`src/rtl/cpr_loader.sv`:
```
// Streaming .CPR (RIFF "AMS!") parser: strips the container framing and writes
// each "cbNN" chunk payload into its 16 KB cartridge bank in SDRAM.
module cpr_loader #(
  parameter logic [7:0]  CPR_INDEX = 8'd5,
  parameter logic [22:0] BASE_ADDR = 23'h000000
) (
  input  logic        clk_sys,
  input  logic        reset,
  input  logic        ioctl_download,
  input  logic        ioctl_wr,
  input  logic [7:0]  ioctl_index,
  input  logic [7:0]  ioctl_dout,
  output logic        ioctl_wait,
  output logic [22:0] mem_addr,
  output logic [7:0]  mem_data,
  output logic        mem_wr,
  input  logic        mem_ack,
  output logic        loading,
  output logic        load_done,
  output logic        cart_valid,
  output logic [2:0]  load_error,
  output logic        truncated,
  output logic [31:0] bank_present
);

  typedef enum logic [3:0] {
    S_IDLE, S_RIFF_ID, S_RIFF_LEN, S_FORM_ID, S_CHUNK_ID,
    S_CHUNK_LEN, S_CHUNK_DATA, S_CHUNK_SKIP, S_CHUNK_PAD, S_ERROR
  } state_t;

  localparam logic [31:0] ID_RIFF = 32'h52494646;
  localparam logic [31:0] ID_AMS  = 32'h414D5321;

  state_t       r_state;
  logic [1:0]   r_cnt;
  logic [23:0]  r_word;
  logic [31:0]  r_chunkId;
  logic [23:0]  r_rem;
  logic         r_odd;
  logic [4:0]   r_bank;
  logic [14:0]  r_offset;
  logic         r_memWr;
  logic [22:0]  r_memAddr;
  logic [7:0]   r_memData;
  logic         r_loading;
  logic         r_loadDone;
  logic         r_cartValid;
  logic [2:0]   r_loadErr;
  logic         r_trunc;
  logic [31:0]  r_bankPresent;
  logic         r_endPend;

  logic         w_active;
  logic         w_rise;
  logic         w_fall;
  logic         w_byte;
  logic         w_finish;
  state_t       w_curState;
  logic [1:0]   w_curCnt;
  logic [31:0]  w_word;
  logic [23:0]  w_size;
  logic [6:0]   w_idN;
  logic         w_isBank;
  logic         w_earlyEnd;
  logic [2:0]   w_finalErr;

  state_t       w_stateNext;
  logic [1:0]   w_cntNext;
  logic [23:0]  w_wordNext;
  logic [23:0]  w_remNext;
  logic [2:0]   w_errCode;
  logic         w_doWrite;
  logic         w_discard;
  logic         w_bankDone;
  logic         w_latchId;
  logic         w_latchLen;

  assign w_active = ioctl_download && (ioctl_index == CPR_INDEX);
  assign w_rise   = w_active && !r_loading;
  assign w_fall   = !w_active && r_loading;
  assign w_byte   = w_active && ioctl_wr;
  // A download that ends with a write in flight is only closed once that write is acked
  assign w_finish = (w_fall || r_endPend) && !w_active && (!r_memWr || mem_ack);

  assign w_curState = w_rise ? S_RIFF_ID : r_state;
  assign w_curCnt   = w_rise ? 2'd0 : r_cnt;
  assign w_word     = {r_word, ioctl_dout};
  assign w_size     = {r_word[7:0], r_word[15:8], r_word[23:16]};

  assign w_idN    = ({3'd0, r_chunkId[11:8]} * 7'd10) + {3'd0, r_chunkId[3:0]};
  assign w_isBank = (r_chunkId[31:16] == 16'h6362) &&
                    (r_chunkId[15:8] >= 8'h30) && (r_chunkId[15:8] <= 8'h39) &&
                    (r_chunkId[7:0] >= 8'h30) && (r_chunkId[7:0] <= 8'h39) &&
                    (w_idN < 7'd32);

  assign w_earlyEnd = (r_state == S_CHUNK_DATA) || (r_state == S_CHUNK_SKIP) ||
                      (r_state == S_CHUNK_PAD) || (r_state == S_CHUNK_LEN) ||
                      ((r_state == S_CHUNK_ID) && (r_cnt != 2'd0));
  assign w_finalErr = ((r_loadErr == 3'd0) && w_earlyEnd) ? 3'd5 : r_loadErr;

  always_ff @(posedge clk_sys) begin
    if (reset) begin
      r_state <= S_IDLE;
      r_cnt   <= 2'd0;
    end else begin
      r_state <= w_stateNext;
      r_cnt   <= w_cntNext;
    end
  end

  // Byte decode: header fields are 4-byte words, chunk bodies are counted down
  always_comb begin
    w_stateNext = r_state;
    w_cntNext   = r_cnt;
    w_wordNext  = r_word;
    w_remNext   = r_rem;
    w_errCode   = 3'd0;
    w_doWrite   = 1'b0;
    w_discard   = 1'b0;
    w_bankDone  = 1'b0;
    w_latchId   = 1'b0;
    w_latchLen  = 1'b0;
    if (w_rise) begin
      w_stateNext = S_RIFF_ID;
      w_cntNext   = 2'd0;
    end
    if (w_byte) begin
      if (r_memWr && (w_curState != S_ERROR)) begin
        w_stateNext = S_ERROR;
        w_errCode   = 3'd3;
      end else begin
        w_wordNext = w_word[23:0];
        case (w_curState)
          S_RIFF_ID: begin
            w_cntNext = w_curCnt + 2'd1;
            if (w_curCnt == 2'd3) begin
              if (w_word == ID_RIFF) w_stateNext = S_RIFF_LEN;
              else begin
                w_stateNext = S_ERROR;
                w_errCode   = 3'd1;
              end
            end
          end
          S_RIFF_LEN: begin
            w_cntNext = w_curCnt + 2'd1;
            if (w_curCnt == 2'd3) w_stateNext = S_FORM_ID;
          end
          S_FORM_ID: begin
            w_cntNext = w_curCnt + 2'd1;
            if (w_curCnt == 2'd3) begin
              if (w_word == ID_AMS) w_stateNext = S_CHUNK_ID;
              else begin
                w_stateNext = S_ERROR;
                w_errCode   = 3'd2;
              end
            end
          end
          S_CHUNK_ID: begin
            w_cntNext = w_curCnt + 2'd1;
            if (w_curCnt == 2'd3) begin
              w_latchId   = 1'b1;
              w_stateNext = S_CHUNK_LEN;
            end
          end
          S_CHUNK_LEN: begin
            w_cntNext = w_curCnt + 2'd1;
            if (w_curCnt == 2'd3) begin
              if (ioctl_dout != 8'd0) begin
                w_stateNext = S_ERROR;
                w_errCode   = 3'd4;
              end else begin
                w_latchLen = 1'b1;
                w_remNext  = w_size;
                if (w_size == 24'd0) w_stateNext = S_CHUNK_ID;
                else if (w_isBank)   w_stateNext = S_CHUNK_DATA;
                else                 w_stateNext = S_CHUNK_SKIP;
              end
            end
          end
          S_CHUNK_DATA, S_CHUNK_SKIP: begin
            if (w_curState == S_CHUNK_DATA) begin
              if (!r_offset[14]) w_doWrite = 1'b1;
              else               w_discard = 1'b1;
            end
            w_remNext = r_rem - 24'd1;
            if (r_rem == 24'd1) begin
              w_bankDone  = (w_curState == S_CHUNK_DATA);
              w_stateNext = r_odd ? S_CHUNK_PAD : S_CHUNK_ID;
            end
          end
          S_CHUNK_PAD: w_stateNext = S_CHUNK_ID;
          default: ;
        endcase
      end
    end
    if (w_finish) begin
      w_stateNext = S_IDLE;
      w_cntNext   = 2'd0;
    end
  end

  always_ff @(posedge clk_sys) begin
    if (reset) begin
      r_word        <= 24'd0;
      r_chunkId     <= 32'd0;
      r_rem         <= 24'd0;
      r_odd         <= 1'b0;
      r_bank        <= 5'd0;
      r_offset      <= 15'd0;
      r_memWr       <= 1'b0;
      r_memAddr     <= 23'd0;
      r_memData     <= 8'd0;
      r_loading     <= 1'b0;
      r_loadDone    <= 1'b0;
      r_cartValid   <= 1'b0;
      r_loadErr     <= 3'd0;
      r_trunc       <= 1'b0;
      r_bankPresent <= 32'd0;
      r_endPend     <= 1'b0;
    end else begin
      r_loading  <= w_active;
      r_loadDone <= w_finish;
      r_word     <= w_wordNext;
      r_rem      <= w_remNext;
      if (w_rise) begin
        r_loadErr     <= 3'd0;
        r_trunc       <= 1'b0;
        r_bankPresent <= 32'd0;
        r_cartValid   <= 1'b0;
        r_endPend     <= 1'b0;
      end
      if (w_errCode != 3'd0) r_loadErr <= w_errCode;
      if (w_discard)  r_trunc <= 1'b1;
      if (w_bankDone) r_bankPresent[r_bank] <= 1'b1;
      if (w_latchId)  r_chunkId <= w_word;
      if (w_latchLen) begin
        r_odd    <= w_size[0];
        r_bank   <= w_idN[4:0];
        r_offset <= 15'd0;
      end
      if (w_doWrite) begin
        r_memWr   <= 1'b1;
        r_memAddr <= BASE_ADDR + {4'd0, r_bank, r_offset[13:0]};
        r_memData <= ioctl_dout;
        r_offset  <= r_offset + 15'd1;
      end else if (r_memWr && mem_ack) begin
        r_memWr <= 1'b0;
      end
      if (w_fall && !w_finish) r_endPend <= 1'b1;
      if (w_finish) begin
        r_endPend   <= 1'b0;
        r_loadErr   <= w_finalErr;
        r_cartValid <= (w_finalErr == 3'd0) && r_bankPresent[0];
      end
    end
  end

  assign ioctl_wait   = r_memWr;
  assign mem_wr       = r_memWr;
  assign mem_addr     = r_memAddr;
  assign mem_data     = r_memData;
  assign loading      = r_loading;
  assign load_done    = r_loadDone;
  assign cart_valid   = r_cartValid;
  assign load_error   = r_loadErr;
  assign truncated    = r_trunc;
  assign bank_present = r_bankPresent;

endmodule

```
`config.mk`:
```
export PLATFORM = sky130hd
export DESIGN_NAME = cpr_loader
export DESIGN_NICKNAME = d
export VERILOG_FILES = /design/src/rtl/cpr_loader.sv
export SDC_FILE = /design/constraint.sdc
export NUM_CORES = 1
export LEC_CHECK = 0
export ABC_AREA = 1
export BUFFER_PORTS_ARGS = -buffer_cell sky130_fd_sc_hd__buf_2
export CAP_MARGIN = 20
export CELL_PAD_IN_SITES_DETAIL_PLACEMENT = 1
export CELL_PAD_IN_SITES_GLOBAL_PLACEMENT = 1
export CORE_MARGIN = 2
export CORE_UTILIZATION = 43
export DETAILED_ROUTE_END_ITERATION = 12
export GPL_TIMING_DRIVEN = 0
export PLACE_DENSITY = 0.79
export SLEW_MARGIN = 20
export SYNTH_ARGS = -nofsm -noshare
export SYNTH_HDL_FRONTEND = slang
export SYNTH_SLANG_ARGS = --single-unit
```
`constraint.sdc`:
```
create_clock -name clk_sys -period 4 [get_ports clk_sys]
set_clock_uncertainty 0.1 [all_clocks]
set_input_delay 1 -clock clk_sys [delete_from_list [all_inputs] [get_ports clk_sys]]
set_output_delay 1 -clock clk_sys [all_outputs]
set_load 0.01 [all_outputs]
```
**Word level (Yosys, flattened, before mapping)**

Cells that the tools add are included.

- Add/sub/neg operators: 4
- Multipliers: 1
- $lt $le $gt $ge: 7
- Eq/ne operators: 22
- Muxes and demuxes: 72
- Bitwise gates (word level): 2
- Reduce and logical (&&, ||, !) cells: 46

Operators with widths:

| operator | count |
|---|---|
| 32-bit 2-to-1 mux | 3 |
| 32-bit by 31-bit equality test with 1-bit output (second input constant) | 2 |
| 4-bit 2-to-1 mux | 13 |
| 24-bit 2-to-1 mux | 2 |
| 24-bit one-hot mux with 2 select lines | 1 |
| 1-bit 2-to-1 mux | 33 |
| 4-bit by 3-bit equality test with 1-bit output (second input constant) | 8 |
| 32-bit OR | 1 |
| 15-bit 2-to-1 mux | 2 |
| 4-bit one-hot mux with 7 select lines | 1 |
| 24-bit by 1-bit equality test with 1-bit output (second input constant) | 1 |
| 24-bit zero test | 1 |
| 3-bit 2-to-1 mux | 8 |
| 24-bit by 1-bit subtractor with 24-bit output (second input constant) | 1 |
| 1-bit logical AND | 18 |
| 16-bit by 15-bit equality test with 1-bit output (second input constant) | 1 |
| 8-bit by 6-bit greater-or-equal comparator with 1-bit output (second input constant) | 2 |
| 8-bit by 6-bit less-or-equal comparator with 1-bit output (second input constant) | 2 |
| 15-bit by 1-bit adder with 15-bit output (second input constant) | 1 |
| 2-bit 2-to-1 mux | 7 |
| 2-bit nonzero test | 7 |
| 3-bit one-hot mux with 3 select lines | 1 |
| 4-bit by 2-bit equality test with 1-bit output (second input constant) | 2 |
| 4-bit equality test (second input constant) | 2 |
| 22 further kinds | 34 |

- Register bits after elaboration: 175
- Input port bits: 21
- Output and inout bits: 72

**Longest topological paths before layout**

Gate-level depths: netlist (run 1).

- Word-level depth: 13
- Gate-level depth with buffers: 20

**Least setup slack after synthesis (run 1)**

OpenSTA, ideal clock, no wires.

- Kind: input-to-reg
- From: in ioctl_index[0]
- To: reg r_rem[8]
- Arrival time: 3111 ps
- Setup slack: 674 ps
- Stages on the path: 19
- Path through: nand2_1 -> inv_1 -> nand2_1 -> nor2_2 -> nand3_2 -> buf_6 -> clkbuf_1 -> nand2_1 -> inv_1 -> ha_1 -> clkbuf_1 -> inv_1 -> nor2_1 -> nand2_2 -> a21oi_4 -> inv_2 -> buf_4 -> nor2_1 -> nor2_1

- Longest elaborated chain between the ends: 8
- Elaborated cells between the ends (all ways): 19
- Classes of those cells: eq/ne (8); mux (3); bitwise (1); reduce/logical (7)

RTL lines:

| what | line | source |
|---|---|---|
| start, declared | 11 | `input logic [7:0] ioctl_index,` |
| 8-bit by 3-bit equality test with 1-bit output (*) | 78 | `assign w_active = ioctl_download && (ioctl_index == CPR_INDEX);` |
| 1-bit logical AND (*) | 78 |  |
| 1-bit logical AND | 79 | `assign w_rise = w_active && !r_loading;` |
| 4-bit 2-to-1 mux | 85 | `assign w_curState = w_rise ? S_RIFF_ID : r_state;` |
| 4-bit by 3-bit equality test with 1-bit output or 4-bit inequality test (tied branches) | 133, 128 |  |
| 2-bit OR reduction or 1-bit logical AND (tied branches) | 133, 128 |  |
| 2-bit nonzero test (no source line) or 1-bit inverter (tied branches) | n/a |  |
| 5-bit AND reduction (no source line) | n/a |  |
| end signal, assigned | 224 | `r_rem <= w_remNext;` |
| end, declared | 38 | `logic [23:0] r_rem;` |

Mark *: on every way between the ends. The rest lies on a longest branch, timed or not.
A chain may end at the register's enable or synchronous reset.

**Final worst setup path (run 1)**

- From: in ioctl_index[0]
- To: reg r_rem[1]

The elaborated chain is that of the path after synthesis.

==> results of run 1 <==
==> registers in the layout, summed over array words and instances (netlist names), 2 cells and up <==
name,cells
r_offset,15
r_chunkId,32
r_word,24
r_cnt,2
r_state,4
r_rem,24
mem_addr,19
bank_present,32
load_error,3
r_bank,5
mem_data,8
==> logic make-up after synthesis <==
kind of cell	after synthesis	synth area share (%)
other	1	0.04284
XOR/XNOR	18	1.801
adder cells (fa/ha/maj)	13	2.030
AO/OA/AOI/OAI	321	19.78
AND/OR/NAND/NOR	556	27.49
flip-flops	175	40.02
buffers and inverters	172	8.834
==> power groups by stage <==
stage | logic, mW | registers (mW) | clock network (mW)
final | 0.0875 | 1.74 | 1.77
after floorplan | 0.0446 | 1.78 | 0
after detailed placement | 0.0859 | 1.78 | 0
after CTS | 0.0868 | 1.74 | 1.78
after global placement | 0.0844 | 1.78 | 0
after global routing | 0.0959 | 1.74 | 1.86
==> cell type report <==
class                   count  area, um^2  area share (%)
well taps                 270       337.8           3.331
inverters                 109       411.6           4.059
clock buffers              18       439.2           4.330
plain buffers              62       357.8           3.528
multi-input cells         912        4488           44.25
repair buffers             87       435.4           4.293
flip-flops and latches    175        3503           34.54
clock inverters            14       168.9           1.665
==> placed cells by master (no fill, tap or decap), types with 5 or more instances in the layout <==
| master | Yosys | layout |
|---|---|---|
| dfxtp_1 | 175 | 175 |
| ha_1 | 11 | 11 |
| nand4_1 | 16 | 16 |
| inv_1 | 103 | 103 |
| a21oi_2 | 20 | 20 |
| nand3_1 | 67 | 67 |
| nand2_1 | 224 | 224 |
| nor3_1 | 18 | 18 |
| clkbuf_1 | 28 | 27 |
| a21oi_1 | 133 | 133 |
| buf_4 | 11 | 11 |
| clkbuf_16 | 0 | 17 |
| nand3b_1 | 7 | 7 |
| xor2_1 | 9 | 9 |
| buf_6 | 9 | 9 |
| nor2_2 | 7 | 7 |
| buf_2 | 13 | 100 |
| xnor2_1 | 9 | 9 |
| inv_2 | 5 | 5 |
| o21ai_0 | 151 | 151 |
| nor2_1 | 192 | 192 |
==> critical path: cells and delay by family <==
family | cells | cell delay, ps
buffers and inverters | 7 | 1150
and+or+nand+nor | 7 | 700
adders and majority gates | 1 | 150
AOI/OAI and AO/OA | 3 | 660
==> per-layer routing <==
metal	GRT usage [%]	wire, um
met1	38.32	13830
met2	46.50	14000
met3	4.656	1421
met4	7.427	526
met5	0	0
==> metrics by stage <==
step / TNS (ps) / total power [mW] / cell area [um^2] / setup WS [ps]
2_1_floorplan: 0 / 1.827 / 8765 / 673.6
3_3_place_gp: -5354 / 1.866 / 9538 / -258.0
3_5_place_dp: -12700 / 1.868 / 9538 / -358.5
4_1_cts: 0 / 3.606 / 10150 / 81.29
5_1_grt: 0 / 3.695 / 10140 / 244.7
6_report: 0 / 3.596 / 10140 / 533.5
==> worst paths after layout <==
path | slack [ps] | endpoint | cells after the start | from
worst max-delay path | 530 | r_rem[1] | 18 | ioctl_index[0]
worst min-delay path | 360 | r_endPend | 2 | r_endPend
worst max register to register | 910 | r_rem[1] | 14 | loading
worst min register to register | 360 | r_endPend | 2 | r_endPend
==> qor.txt, run 1 <==
Die Width = 146.7 um
CTS tree = done
Synth top cells by count = 224 x nand2_1, 192 x nor2_1, 175 x dfxtp_1, 151 x o21ai_0, 133 x a21oi_1
aggregate routed wire length = 29780 um
Post-Syn Instances = 1256
status = completed
Root Driver = clkbuf_16
Slew headroom = 51.05%
DIE HEIGHT = 146.7 um
post-synth cell types = 48
Yosys reg bits = 175
final period utilization = 86.66%
boundary pin count = 93
CTS hold repair buffers = 0
Crit Path Max Fanout = 19
Area growth, synth to finish = 15.87%
fmax = 0.2885 GHz
leakage = 4.230 nW
min Tclk post-route = 3466 ps
WHS = 361.9 ps
diode count = 0
Setup crit end kind = flop
ranking of synthesized cells by area = dfxtp_1 40%, nand2_1 9.6%, o21ai_0 8.6%, nor2_1 8.2%, a21oi_1 7.6%
Hold WC Path Type = flop to flop
global-route wire length before repair = 48410 um
Primary FF master, synth = dfxtp_1
Mapped Area = 8753 um^2
# DRC = 0
Synth area leader = dfxtp_1
peak supply drop = 272.6 uV
All-Layer GR Usage = 28.16%
worst-skew pair later-pin latency = 440 ps
WP data arrival = 3680 ps
DR iter-0 viols = 599
full die area = 21510 um^2
pin count of the biggest net entering global routing = 18
mean number of vias per cell = 5.451
Worst-Margin Slew = 734.2 ps
Post-Route Utilization = 50.45%
Placed Cells = 1616
top-area cell type share of the netlist area = 40.02%
Pwr Density = 354.6 nW/um^2
Final GP Congestion = 0.8841
CP max stage delay = 380 ps
H-tree level count = 4
non-filler cells in the finished layout = 1647
HPWL after detailed placement = 21990 um
synthesized area per cell = 6.969 um^2
clock sink total = 175
initial antenna violation count = 1
sequential-to-total area share from yosys stat = 40.02%
antenna-violating nets left = 0
vias in the first global route = 9152
RSZ-0062 raised after global routing = no
Flop pwr share = 48.4%
cells along the critical path = buf_2, nand2_1, inv_1, nand2_1, nor2_2, nand3_2, buf_6, nand2_1, inv_1, ha_1, clkbuf_1, inv_1, nor2_1, nand2_2, a21oi_1, inv_1, o21ai_0, a21oi_1
sw frac = 24.16%
1st-pass router iterations = 5
Final Hold Viols = 0
detailed-route via count = 8977
number of flops mapped to enable cells by yosys = 0
Clock power frac = 49.2%
Initial Util = 43.54%
WL per Instance = 18.08 um
post-cts resize count = 0
Congestion Overflow GR = 0
Yosys Warn Count = 0
Most Frequent Cell on Critical Path = inv_1
# Post-CTS Setup Buffers = 0
layout cells sized above 1 = 14.81%
Slew Viols, Final = 0
Nets = 1398
switching power = 869.0 uW
clk slew on worst S/H paths = 70 ps
Worst EP required = 4210 ps
Final setup viols = 0
Startpoint Class = primary input
Layout fillers = 2672
ys async rst share = 0%
Rows = 52
most common cell in the synthesized netlist = nand2_1
Core ar. = 20100 um^2
Internal Power = 2.727 mW
MaxCap Viol Count = 0
port bufs = 87
Comb pwr share = 2.4%
CTS max path bufs = 2
CP Class = primary input to flop
Slowest-stage cell, CP = a21oi_1
cts bufs inserted = 17
No activity file was read; power rests on OpenSTA's default activity.
==> run 2: changes to the inputs <==
Settings changed: CELL_PAD_IN_SITES_DETAIL_PLACEMENT 1 to 0.
==> run 2 against run 1 <==
Effect of this change:
- critical path type unchanged
- via count fell by 4.4%
- routed wire length fell by 11%
- worst hold slack got worse by 9.0 ps
- global-route usage fell by 2.9 points
==> qor.txt, run 2 (same netlist as run 1, synthesis figures left out) <==
HP Start = r_endPend (unchanged)
Slew headroom = 53.48% (was 51.05%)
boundary pin count = 93 (unchanged)
CTS hold repair buffers = 0 (unchanged)
worst hold path cell count = 2 (unchanged)
Root Driver = clkbuf_16 (unchanged)
Setup crit end kind = flop (unchanged)
Slowest-stage cell, CP = a21oi_1 (unchanged)
# DRC = 0 (unchanged)
Final GP Congestion = 0.8841 (unchanged)
Crit Path Max Fanout = 19 (unchanged)
Startpoint Class = primary input (unchanged)
Final Hold Viols = 0 (unchanged)
full die area = 21510 um^2 (unchanged)
r2r startpoint = loading (unchanged)
clock sink total = 175 (unchanged)
post-cts resize count = 0 (unchanged)
layout cells sized above 1 = 14.74% (was 14.81%)
most frequent cells in the layout = 224 x nand2_1, 192 x nor2_1, 175 x dfxtp_1 (unchanged)
DR iter-0 viols = 711 (was 599)
pin count of the biggest net entering global routing = 17 (was 18)
DIE HEIGHT = 146.7 um (unchanged)
Worst EP required = 4220 ps (was 4210 ps)
CP Class = primary input to flop (unchanged)
1st-pass router iterations = 6 (was 5)
crit path setup slack, layout = 622.5 ps (was 533.5 ps)
cells along the critical path = buf_2, nand2_1, inv_1, nand2_1, nor2_2, nand3_2, buf_6, nand2_1, inv_1, ha_1, clkbuf_1, inv_1, nor2_1, nand2_2, a21oi_1, inv_1, o21ai_0, a21oi_1 (unchanged)
initial antenna violation count = 1 (unchanged)
DP Worst Slack = -218.2 ps (was -358.5 ps)
Rows = 52 (unchanged)
Hold WC Path Type = flop to flop (unchanged)
final period utilization = 84.44% (was 86.66%)
Worst-Margin Slew = 690.5 ps (was 734.2 ps)
Area growth, synth to finish = 15.28% (was 15.87%)
global-route wire length before repair = 43310 um (was 48410 um)
port bufs = 87 (unchanged)
aggregate routed wire length = 26570 um (was 29780 um)
H-tree level count = 4 (unchanged)
non-filler cells in the finished layout = 1647 (unchanged)
Critical path buffers and inverters = 7 (unchanged)
CP max stage delay = 380 ps (about the same)
Slew Viols, Final = 0 (unchanged)
critical path launch point = ioctl_index[0] (unchanged)
WP data arrival = 3600 ps (was 3680 ps)
WL per Instance = 16.13 um (was 18.08 um)
detailed-route via count = 8580 (was 8977)
antenna-violating nets left = 0 (unchanged)
Layout fillers = 2100 (was 2672)
Congestion Overflow GR = 0 (unchanged)
leakage = 4.211 nW (was 4.230 nW)
min Tclk post-route = 3378 ps (was 3466 ps)
# Post-CTS Setup Buffers = 0 (unchanged)
peak supply drop = 250.4 uV (was 272.6 uV)
Most Frequent Cell on Critical Path = inv_1 (unchanged)
CP delay by family, top = buffers and inverters (unchanged)
MaxCap Viol Count = 0 (unchanged)
Core ar. = 20100 um^2 (unchanged)
clk slew on worst S/H paths = 70 ps (about the same)
All-Layer GR Usage = 25.26% (was 28.16%)
stages on the worst setup path = 18 (unchanged)
vias in the first global route = 8138 (was 9152)
fmax = 0.2961 GHz (was 0.2885 GHz)
Pwr Density = 340.7 nW/um^2 (was 354.6 nW/um^2)
setup TNS = 0 ps (unchanged)
Die Width = 146.7 um (unchanged)
Placed Cells = 1616 (unchanged)
HPWL after detailed placement = 20010 um (was 21990 um)
Tot Pwr = 3.438 mW (was 3.596 mW)
CTS tree = done (unchanged)
cts bufs inserted = 17 (unchanged)
Reg2Reg Depth = 14 (unchanged)
mean number of vias per cell = 5.209 (was 5.451)
Initial Util = 43.54% (unchanged)
most common cell after layout, fill and taps aside = nand2_1 (unchanged)
CTS max path bufs = 2 (unchanged)
RSZ-0062 raised after global routing = no (unchanged)
diode count = 0 (unchanged)
status = completed (unchanged)
worst-skew pair later-pin latency = 440 ps (about the same)
Nets = 1398 (unchanged)
Final setup viols = 0 (unchanged)
-- run 2: cell count changes in the layout (fill, tap and decap cells not counted), sizes merged --
| cell | change |
|---|---|
| clkinv | +3 |
| bufinv | -2 |
| clkbuf | +2 |
| inv | -2 |
| clkinvlp | -1 |
-- run 2: worst reg2reg max path: stages (launching register included) --
cell	delay (ps)
dfxtp_1	410
inv_1	70
nand3_2	100
buf_6	210
nand2_1	100
inv_1	80
ha_1	140
clkbuf_1	340
inv_1	210
nor2_1	200
nand2_2	150
a21oi_1	380
inv_1	140
o21ai_0	190
a21oi_1	60
-- run 2: cell type report --
type,count,area [um^2],share of cell area [%]
Buffer,62,357.8,3.546
Clock buffer,20,456.7,4.526
Clock inverter,12,100.1,0.9919
Inverter,109,411.6,4.079
Multi-Input combinational cell,912,4488,44.48
Sequential cell,175,3503,34.72
Tap cell,270,337.8,3.348
Timing Repair Buffer,87,435.4,4.315
-- run 2: final timing paths --
path               end  slack (ps)
max           r_rem[1]         620
min          r_endPend         350
max reg2reg   r_rem[1]         990
min reg2reg  r_endPend         350
-- run 2: power by group --
| part | internal [mW] | switching, mW |
|---|---|---|
| registers | 1.74 | 0.000427 |
| clock network | 0.846 | 0.767 |
| logic | 0.0227 | 0.0611 |
| total | 2.61 | 0.828 |
-- run 2: through the flow --
| step | util [%] | cell area [um^2] | hold slack, ps |
|---|---|---|---|
| after floorplan | - | 8765 | 330.0 |
| after CTS | 50.21 | 10090 | 359.9 |
| after detailed placement | 47.44 | 9538 | 350.5 |
| after global routing | 50.19 | 10090 | 378.2 |
| final | 50.19 | 10090 | 352.9 |
| after global placement | 47.44 | 9538 | 339.3 |
-- run 2: routing by layer --
layer	GRT usage, %	vias up	wire length [um]
li1	-	4337	-
met1	36.42	3968	13110
met2	39.48	237	11680
met3	3.813	38	1365
met4	6.748	0	416
met5	0	-	0
